File: src/rtl/evm_pkg.sv
// Shared election constants: reject reasons, admission FSM encoding and default roll sizes.
package evm_pkg;

  localparam int DEF_NUM_VOTERS     = 16;
  localparam int DEF_ID_W           = 4;
  localparam int DEF_NUM_CANDIDATES = 4;
  localparam int DEF_CAND_W         = 4;

  localparam logic [1:0] REJ_CLOSED    = 2'd0;
  localparam logic [1:0] REJ_BAD_VOTER = 2'd1;
  localparam logic [1:0] REJ_BAD_CAND  = 2'd2;
  localparam logic [1:0] REJ_DUP       = 2'd3;

  typedef enum logic [1:0] {
    S_IDLE  = 2'd0,
    S_CHECK = 2'd1,
    S_ISSUE = 2'd2,
    S_HOLD  = 2'd3
  } gate_state_t;

endpackage

File: src/rtl/cast_edge_detect.sv
// Registered rising-edge detector for button levels; the history flop resets high
// so a button already held at reset release does not register as a press.
module cast_edge_detect (
  input  logic clk,
  input  logic rst,
  input  logic level,
  output logic rise
);

  logic level_q;

  always_ff @(posedge clk) begin
    if (rst) level_q <= 1'b1;
    else     level_q <= level;
  end

  assign rise = level & ~level_q;

endmodule

File: src/rtl/ballot_gate.sv
// Ballot admission: one validated, handshaked vote per voter, with reject reasons
// and a running count of completed handshakes.
//
//   state   | meaning
//   S_IDLE  | waiting for a cast press
//   S_CHECK | captured cast being validated
//   S_ISSUE | vote presented downstream, waiting for vote_ready
//   S_HOLD  | outcome done, waiting for the button to be released
module ballot_gate
  import evm_pkg::*;
#(
  parameter int NUM_VOTERS     = DEF_NUM_VOTERS,
  parameter int ID_W           = DEF_ID_W,
  parameter int NUM_CANDIDATES = DEF_NUM_CANDIDATES,
  parameter int CAND_W         = DEF_CAND_W,
  parameter int CNT_W          = $clog2(NUM_VOTERS + 1)
) (
  input  logic              clk,
  input  logic              rst,
  input  logic [ID_W-1:0]   voter_id,
  input  logic [CAND_W-1:0] candidate_number,
  input  logic              vote_cast,
  input  logic              election_open,
  output logic              vote_valid,
  input  logic              vote_ready,
  output logic [ID_W-1:0]   vote_voter_id,
  output logic [CAND_W-1:0] vote_candidate,
  output logic              reject,
  output logic [1:0]        reject_code,
  output logic [CNT_W-1:0]  votes_accepted,
  output logic              all_voted
);

  localparam logic [ID_W:0]    ID_LIMIT   = (ID_W+1)'(NUM_VOTERS);
  localparam logic [CAND_W:0]  CAND_LIMIT = (CAND_W+1)'(NUM_CANDIDATES);
  localparam logic [CNT_W-1:0] CNT_FULL   = CNT_W'(NUM_VOTERS);

  gate_state_t             state_q, state_d;
  logic [ID_W-1:0]         cap_id_q;
  logic [CAND_W-1:0]       cap_cand_q;
  logic [NUM_VOTERS-1:0]   voted_q;
  logic [CNT_W-1:0]        count_q;
  logic                    all_voted_q;
  logic                    reject_q;
  logic [1:0]              reject_code_q;

  logic                    cast;
  logic                    capture;
  logic                    accept;
  logic                    rej_fire;
  logic [1:0]              rej_code_d;
  logic                    id_bad;
  logic                    cand_bad;

  cast_edge_detect u_cast_edge (
    .clk   (clk),
    .rst   (rst),
    .level (vote_cast),
    .rise  (cast)
  );

  assign id_bad   = {1'b0, cap_id_q} >= ID_LIMIT;
  assign cand_bad = {1'b0, cap_cand_q} >= CAND_LIMIT;

  always_comb begin
    state_d    = state_q;
    capture    = 1'b0;
    accept     = 1'b0;
    rej_fire   = 1'b0;
    rej_code_d = REJ_CLOSED;
    case (state_q)
      S_IDLE: begin
        if (cast) begin
          capture = 1'b1;
          state_d = S_CHECK;
        end
      end
      S_CHECK: begin
        // Rule order matters: the first failing rule names the reason.
        if (!election_open) begin
          rej_fire   = 1'b1;
          rej_code_d = REJ_CLOSED;
        end else if (id_bad) begin
          rej_fire   = 1'b1;
          rej_code_d = REJ_BAD_VOTER;
        end else if (cand_bad) begin
          rej_fire   = 1'b1;
          rej_code_d = REJ_BAD_CAND;
        end else if (voted_q[cap_id_q]) begin
          rej_fire   = 1'b1;
          rej_code_d = REJ_DUP;
        end
        state_d = rej_fire ? S_HOLD : S_ISSUE;
      end
      S_ISSUE: begin
        if (vote_ready) begin
          accept  = 1'b1;
          state_d = S_HOLD;
        end
      end
      S_HOLD: begin
        if (!vote_cast) state_d = S_IDLE;
      end
      default: state_d = S_IDLE;
    endcase
  end

  always_ff @(posedge clk) begin
    if (rst) begin
      state_q       <= S_IDLE;
      cap_id_q      <= '0;
      cap_cand_q    <= '0;
      voted_q       <= '0;
      count_q       <= '0;
      all_voted_q   <= 1'b0;
      reject_q      <= 1'b0;
      reject_code_q <= 2'd0;
    end else begin
      state_q       <= state_d;
      reject_q      <= rej_fire;
      reject_code_q <= rej_code_d;
      if (capture) begin
        cap_id_q   <= voter_id;
        cap_cand_q <= candidate_number;
      end
      if (accept) begin
        voted_q[cap_id_q] <= 1'b1;
        count_q           <= count_q + CNT_W'(1);
        all_voted_q       <= (count_q + CNT_W'(1)) == CNT_FULL;
      end
    end
  end

  assign vote_valid     = (state_q == S_ISSUE);
  assign vote_voter_id  = cap_id_q;
  assign vote_candidate = cap_cand_q;
  assign reject         = reject_q;
  assign reject_code    = reject_code_q;
  assign votes_accepted = count_q;
  assign all_voted      = all_voted_q;

endmodule

File: config.mk
export PLATFORM = sky130hd
export DESIGN_NAME = ballot_gate
export DESIGN_NICKNAME = d
export VERILOG_FILES = /design/src/rtl/evm_pkg.sv /design/src/rtl/cast_edge_detect.sv /design/src/rtl/ballot_gate.sv
export SDC_FILE = /design/constraint.sdc
export NUM_CORES = 1
export LEC_CHECK = 0
export CAP_MARGIN = 25
export CORE_MARGIN = 2
export CORE_UTILIZATION = 46
export CTS_CLUSTER_SIZE = 25
export DETAILED_ROUTE_END_ITERATION = 12
export PLACE_DENSITY = 0.82
export SLEW_MARGIN = 20
export SYNTH_ARGS = -nofsm -noshare
export SYNTH_HDL_FRONTEND = slang
export SYNTH_SLANG_ARGS = --single-unit
File: constraint.sdc
create_clock -name clk -period 1.6 [get_ports clk]
set_clock_uncertainty 0.1 [all_clocks]
set_input_delay 0.32 -clock clk [delete_from_list [all_inputs] [get_ports clk]]
set_output_delay 0.32 -clock clk [all_outputs]
set_load 0.005 [all_outputs]
; ---- Word-level counts from Yosys, hierarchy flattened
; Cells that the tools add are included.
[word_totals]
ff_bits = 36
latchBits = 0
mem_bits_rw = 0
romBits = 0
inputBits = 13
output_inout_bits = 18
wordCells = 51
memories = 0
[classes]
add_sub_neg = 1
mul = 0
div_mod_pow = 0
order_cmp = 3
eq_ne = 7
shift = 0
muxes = 19
bitwise = 5
reduce_logical = 6
[ops]
columns = op, count
row1 = $or A16 B16 Y16, 1
row2 = $mux W1, 11
row3 = $mux W2, 5
row4 = $pmux W2 S4, 1
row5 = $add A5 B1 Y5 const B, 1
row6 = $eq A5 B5 Y1 const B, 1
row7 = $lt A4 B5 Y1 const B, 1
row8 = $bmux W1 S4, 1
row9 = $demux W1 S4, 1
row10 = $eq A2 B2 Y1 const B, 2
row11 = $ge A4 B1 Y1 const B, 1
row12 = $ge A4 B3 Y1 const B, 1
row13 = $ne A2 B2 Y1 const B, 2
row14 = $reduce_or A4 Y1, 1
row15 = $not A1 Y1, 3
row16 = $reduce_and A3 Y1, 1
row17 = $reduce_or A3 Y1, 1
row18 = $eq A2 B1 Y1 const B, 1
row19 = $logic_not A2 Y1, 1
row20 = $ne A2 B1 Y1 const B, 1
row21 = $reduce_or A2 Y1, 1
row22 = $and A1 B1 Y1, 1
row23 = $logic_and A1 B1 Y1, 1

; ---- Logic depth before layout (Yosys ltp)
[logic_depth]
ltp_word = 8
mapped_depth = 7
ltp_nobuf = 6

; ---- Cells and area by module
; A second synthesis with hierarchy kept.
[hier_totals]
hier_cells = 179
area_unflattened_um2 = 1586.5
[modules_own_cells]
columns = module, n_inst, cells_each, area_each_um2, seq_area_each_um2
row1 = ballot_gate, 1, 176, 1554.0, 700.7
row2 = cast_edge_detect, 1, 3, 32.5, 20.0

; ---- Least setup slack after synthesis
; Ideal clock, no wire load.
[synth_path]
kind = register -> register
startpoint = register state_q[0]
endpoint = register state_q[0]
setup_ns = 0.081
arrival_ns = 1.634
required_ns = 1.419
slack_ns = -0.214
stages_incl_launch_ff = 7
path_buffers = 0
period_less_slack_ns = 1.814
cell_sequence = dfxtp_1 > inv_1 > ha_1 > a222oi_1 > o21ai_0 > a221o_1 > a41oi_1
[synth_via]
elab_chain_len = 3
elab_cells_between_ends = 9
cone_classes = 6 x eq/ne / 1 x mux / 2 x reduce/logical
[synth_rtl]
columns = item, line_no
row1 = from (decl), ballot_gate.sv:38  ; gate_state_t state_q, state_d;
row2 = from (signal assigned), ballot_gate.sv:119  ; state_q <= state_d;
row3 = $eq A2 B2 Y1 (*), -
row4 = net vote_valid, ballot_gate.sv:24  ; output logic vote_valid,
row5 = $ne A2 B1 Y1 (no line), -
row6 = $reduce_and A3 Y1 (no line), -
; Mark *: on every way through the listed nets, which the timed path passes. The rest lies on a longest branch.
; A chain may end at the register's enable or synchronous reset.

; ---- Worst setup path in the final report
[layout_path]
startpoint = register state_q[0]
endpoint = register state_q[0]
[layout_via]
elab_chain_len = 3
elab_cells_between_ends = 9
cone_classes = 6 x eq/ne / 1 x mux / 2 x reduce/logical
[layout_rtl]
columns = item, line_no
row1 = $eq A2 B2 Y1 or $logic_not A2 Y1 (tied branches), ballot_gate.sv:71  ; case (state_q)
row2 = $ne A2 B1 Y1 (no line) or $ne A2 B2 Y1 (tied branches), -
row3 = $reduce_and A3 Y1 (no line), -
; Several ways; a longest one is shown, not always the timed one.

==> run metrics <==
status finished, violations left; violated checks setup timing; die height 62.9 um; met3 WL post-DR 149 um; Routed WL 3870 um; unrepaired setup endpoints after global routing true; CTS Sinks 36; initial antenna violation count 0; synthesis-to-finish area growth 49.0%; sequential area share after synthesis 45.1%; clock period minus worst slack 1800 ps; CTS buffer count 5; Routed Antenna Nets 0; syn_nets 194; Slew @ Worst Pin 364 ps; core outline area 3340 um2; first-pass GRT wire length 6340 um; Highest Signal Layer met4; Slew Viols, Final 0; DR iter-0 viols 67; vias in the first global route 1387; clock root cell clkbuf_4; VDD IR-drop max 0.695 mV; Starting Density 47.8%; Mapped Area 1600 um2; Filler cells 254; WS Path Type reg -> reg; nature of the critical path endpoint register; Leak Pwr 0.00114 uW; Final Non-Filler Cells 286; Yosys warning count 0; Cell Rows 21; DR WL met2 2040 um; cells after synthesis 174; DRT Pass-1 Iters 4; H-tree depth 2; CTS clock-pin slew for the worst setup and hold paths 110 ps; RD Place Congestion 0.806; clk_lat worst skew 350 ps; Die X 62.9 um; Hold Slack 356 ps; fin crit share 112%; final core utilization 71.3%; Fmax 0.557 GHz; reg2reg end state_q[0]$_SDFFE_PP0P_; final-report hold violation count 0; nets 259; hold_sp all_voted$_SDFFE_PP0P_; diode count 0; CP Max Fanout 3; I/O Buffers 30; gr ovfl total 0; Hold EP all_voted$_SDFFE_PP0P_; Die ar. 3960 um2; post-route setup slack -196 ps; r2r startpoint state_q[0]$_SDFFE_PP0P_; overall power 2440 uW; WL met1 1620 um; Hold WC Path Type reg -> reg; #FFs+latches synth 36; CP required 1770 ps; fraction of layout cells with a size suffix above 1 33.3%; Data arrival, critical path 1970 ps; multi-input logic area 868 um2; relative slew slack 75.6%; Worst path max stage delay 340 ps; Boundary Pins 31; Storage cell area 752 um2; R2R depth 7; Total GRT Usage 20.7%; setup TNS -420 ps; Worst Setup Start Kind register; Yosys cell types 36; post-DR wirelength/cell 13.5 um; post-DP HPWL 2570 um; Crit-path slowest cell dfxtp_2; hold path depth 2; DR vias/cell 5.09; Inst Count DP 266; CP Cell Sequence buf_6 -> ha_4 -> a222oi_1 -> buf_4 -> o21ai_2 -> a221o_1 -> a41oi_2; drc violations 0; Max-Cap Viols 0; internal reg-to-reg setup slack -200 ps; largest net degree at the start of global routing 17; Mapped Avg Cell Area 9.18 um2; CTS tree yes; final setup fails 4; via count 1456; clk buf depth 2; P per Cell Area 1030 nW/um2
==> per-stage QoR <==
stage          instance area, um2  worst slack, ps
2_1_floorplan                1610             -136
3_3_place_gp                 2120             -376
3_5_place_dp                 2120             -446
4_1_cts                      2320             -190
5_1_grt                      2380             -258
6_report                     2380             -196
==> metal layers <==
metal / vias to the layer above / GRT usage [%]
li1: 726 / -
met1: 688 / 24.4
met2: 36 / 35.8
met3: 6 / 5.23
met4: 0 / 8.06
met5: - / 0
==> flip-flops by register name (all words and copies together) (netlist names) <==
name and cells:
voted_q 16, votes_accepted 5, vote_candidate 4, vote_voter_id 4, reject_code 2, state_q 2
all_voted 1, reject 1, u_cast_edge.level_q 1
==> what timing repair did <==
action | 4_1_cts | 5_1_grt
resized for setup | 38 | 16
endpoints found under the setup margin | 24 | 21
setup buffers | 11 | 1
pin swaps | 4 | 4
hold endpoints to repair | 0 | 0
hold buffers | 0 | 0
==> power by group <==
part           internal [uW]  switching, uW
logic                    436            373
clock network            327            302
registers                953           47.1
==> worst max-delay path: cells and delay by family, from the launching register on <==
kind	cells	cell delay [ps]
compound gates	4	830
flops	1	340
buf+inv	2	310
fa+ha+maj	1	140
==> placed cells by master, fill, tap and decap left out, types with 4 or more instances in the layout <==
| master | n |
|---|---|
| a31oi_1 | 5 |
| nand2_1 | 7 |
| clkdlybuf4s50_1 | 12 |
| dlygate4sd2_1 | 12 |
| ha_1 | 5 |
| clkbuf_4 | 5 |
| dfxtp_4 | 4 |
| mux2i_1 | 15 |
| a21oi_1 | 16 |
| dfxtp_2 | 13 |
| inv_1 | 6 |
| dlymetal6s2s_1 | 5 |
| buf_4 | 35 |
| nor2_1 | 33 |
| dfxtp_1 | 19 |
==> synthesized netlist by cell type <==
cell type	number	area share (%)
buf_12	1	1.3
or2_2	1	0.39
a31oi_1	5	2.0
a21oi_1	16	5.0
nand4_1	3	1.2
a211oi_2	1	0.78
nand3b_1	1	0.47
xor2_1	3	1.6
a221o_1	1	0.63
nand2b_1	3	1.2
o211ai_1	1	0.47
nand2_1	8	1.9
nor2b_1	2	0.78
mux2_2	1	0.71
nand4b_1	1	0.55
buf_2	1	0.31
inv_1	7	1.6
ha_1	7	5.5
a41oi_1	1	0.55
mux2_4	1	0.94
mux4_2	1	1.4
clkbuf_1	7	1.6
o21ai_0	1	0.31
buf_6	1	0.71
or3_1	1	0.39
and2_1	1	0.39
dfxtp_1	36	45
nand3_1	2	0.63
a21o_1	1	0.47
nor3b_1	1	0.47
nor2_1	33	7.8
nor3_1	6	1.9
xnor2_1	1	0.55
mux2i_1	15	9.4
a222oi_1	1	0.63
and3_1	1	0.39
==> logic make-up (layout without fill, tap and decap cells) <==
group,after synthesis,after routing,share of synthesized area (%)
AOI/OAI and AO/OA,28,28,10.8
xor gates and xnor gates,4,4,2.19
adders and majority gates,7,7,5.49
buffers and inverters,17,83,5.56
DFF,36,36,45.1
muxes,18,18,12.5
and+or+nand+nor,64,64,18.3
==> worst max path at each step <==
stage	start	depth (start not counted)	endpoint
global placement	vote_ready	6	state_q[0]$_SDFFE_PP0P_
finish	state_q[0]$_SDFFE_PP0P_	7	state_q[0]$_SDFFE_PP0P_
floorplan	vote_voter_id[1]$_SDFFE_PP0P_	6	reject_code[1]$_SDFF_PP0_
detailed placement	vote_cast	6	state_q[0]$_SDFFE_PP0P_
global route	state_q[0]$_SDFFE_PP0P_	7	state_q[0]$_SDFFE_PP0P_
CTS	state_q[0]$_SDFFE_PP0P_	7	state_q[0]$_SDFFE_PP0P_
==> final cells by class <==
class                   count  share of cell area, %
multi-input cells         121                   36.5
flip-flops and latches     36                   31.6
repair buffers             68                   25.1
well taps                  46                   2.42
clock buffers               6                   1.74
clock inverters             2                   1.47
inverters                   7                   1.10
Note: power is estimated with default switching activity, not from simulation.
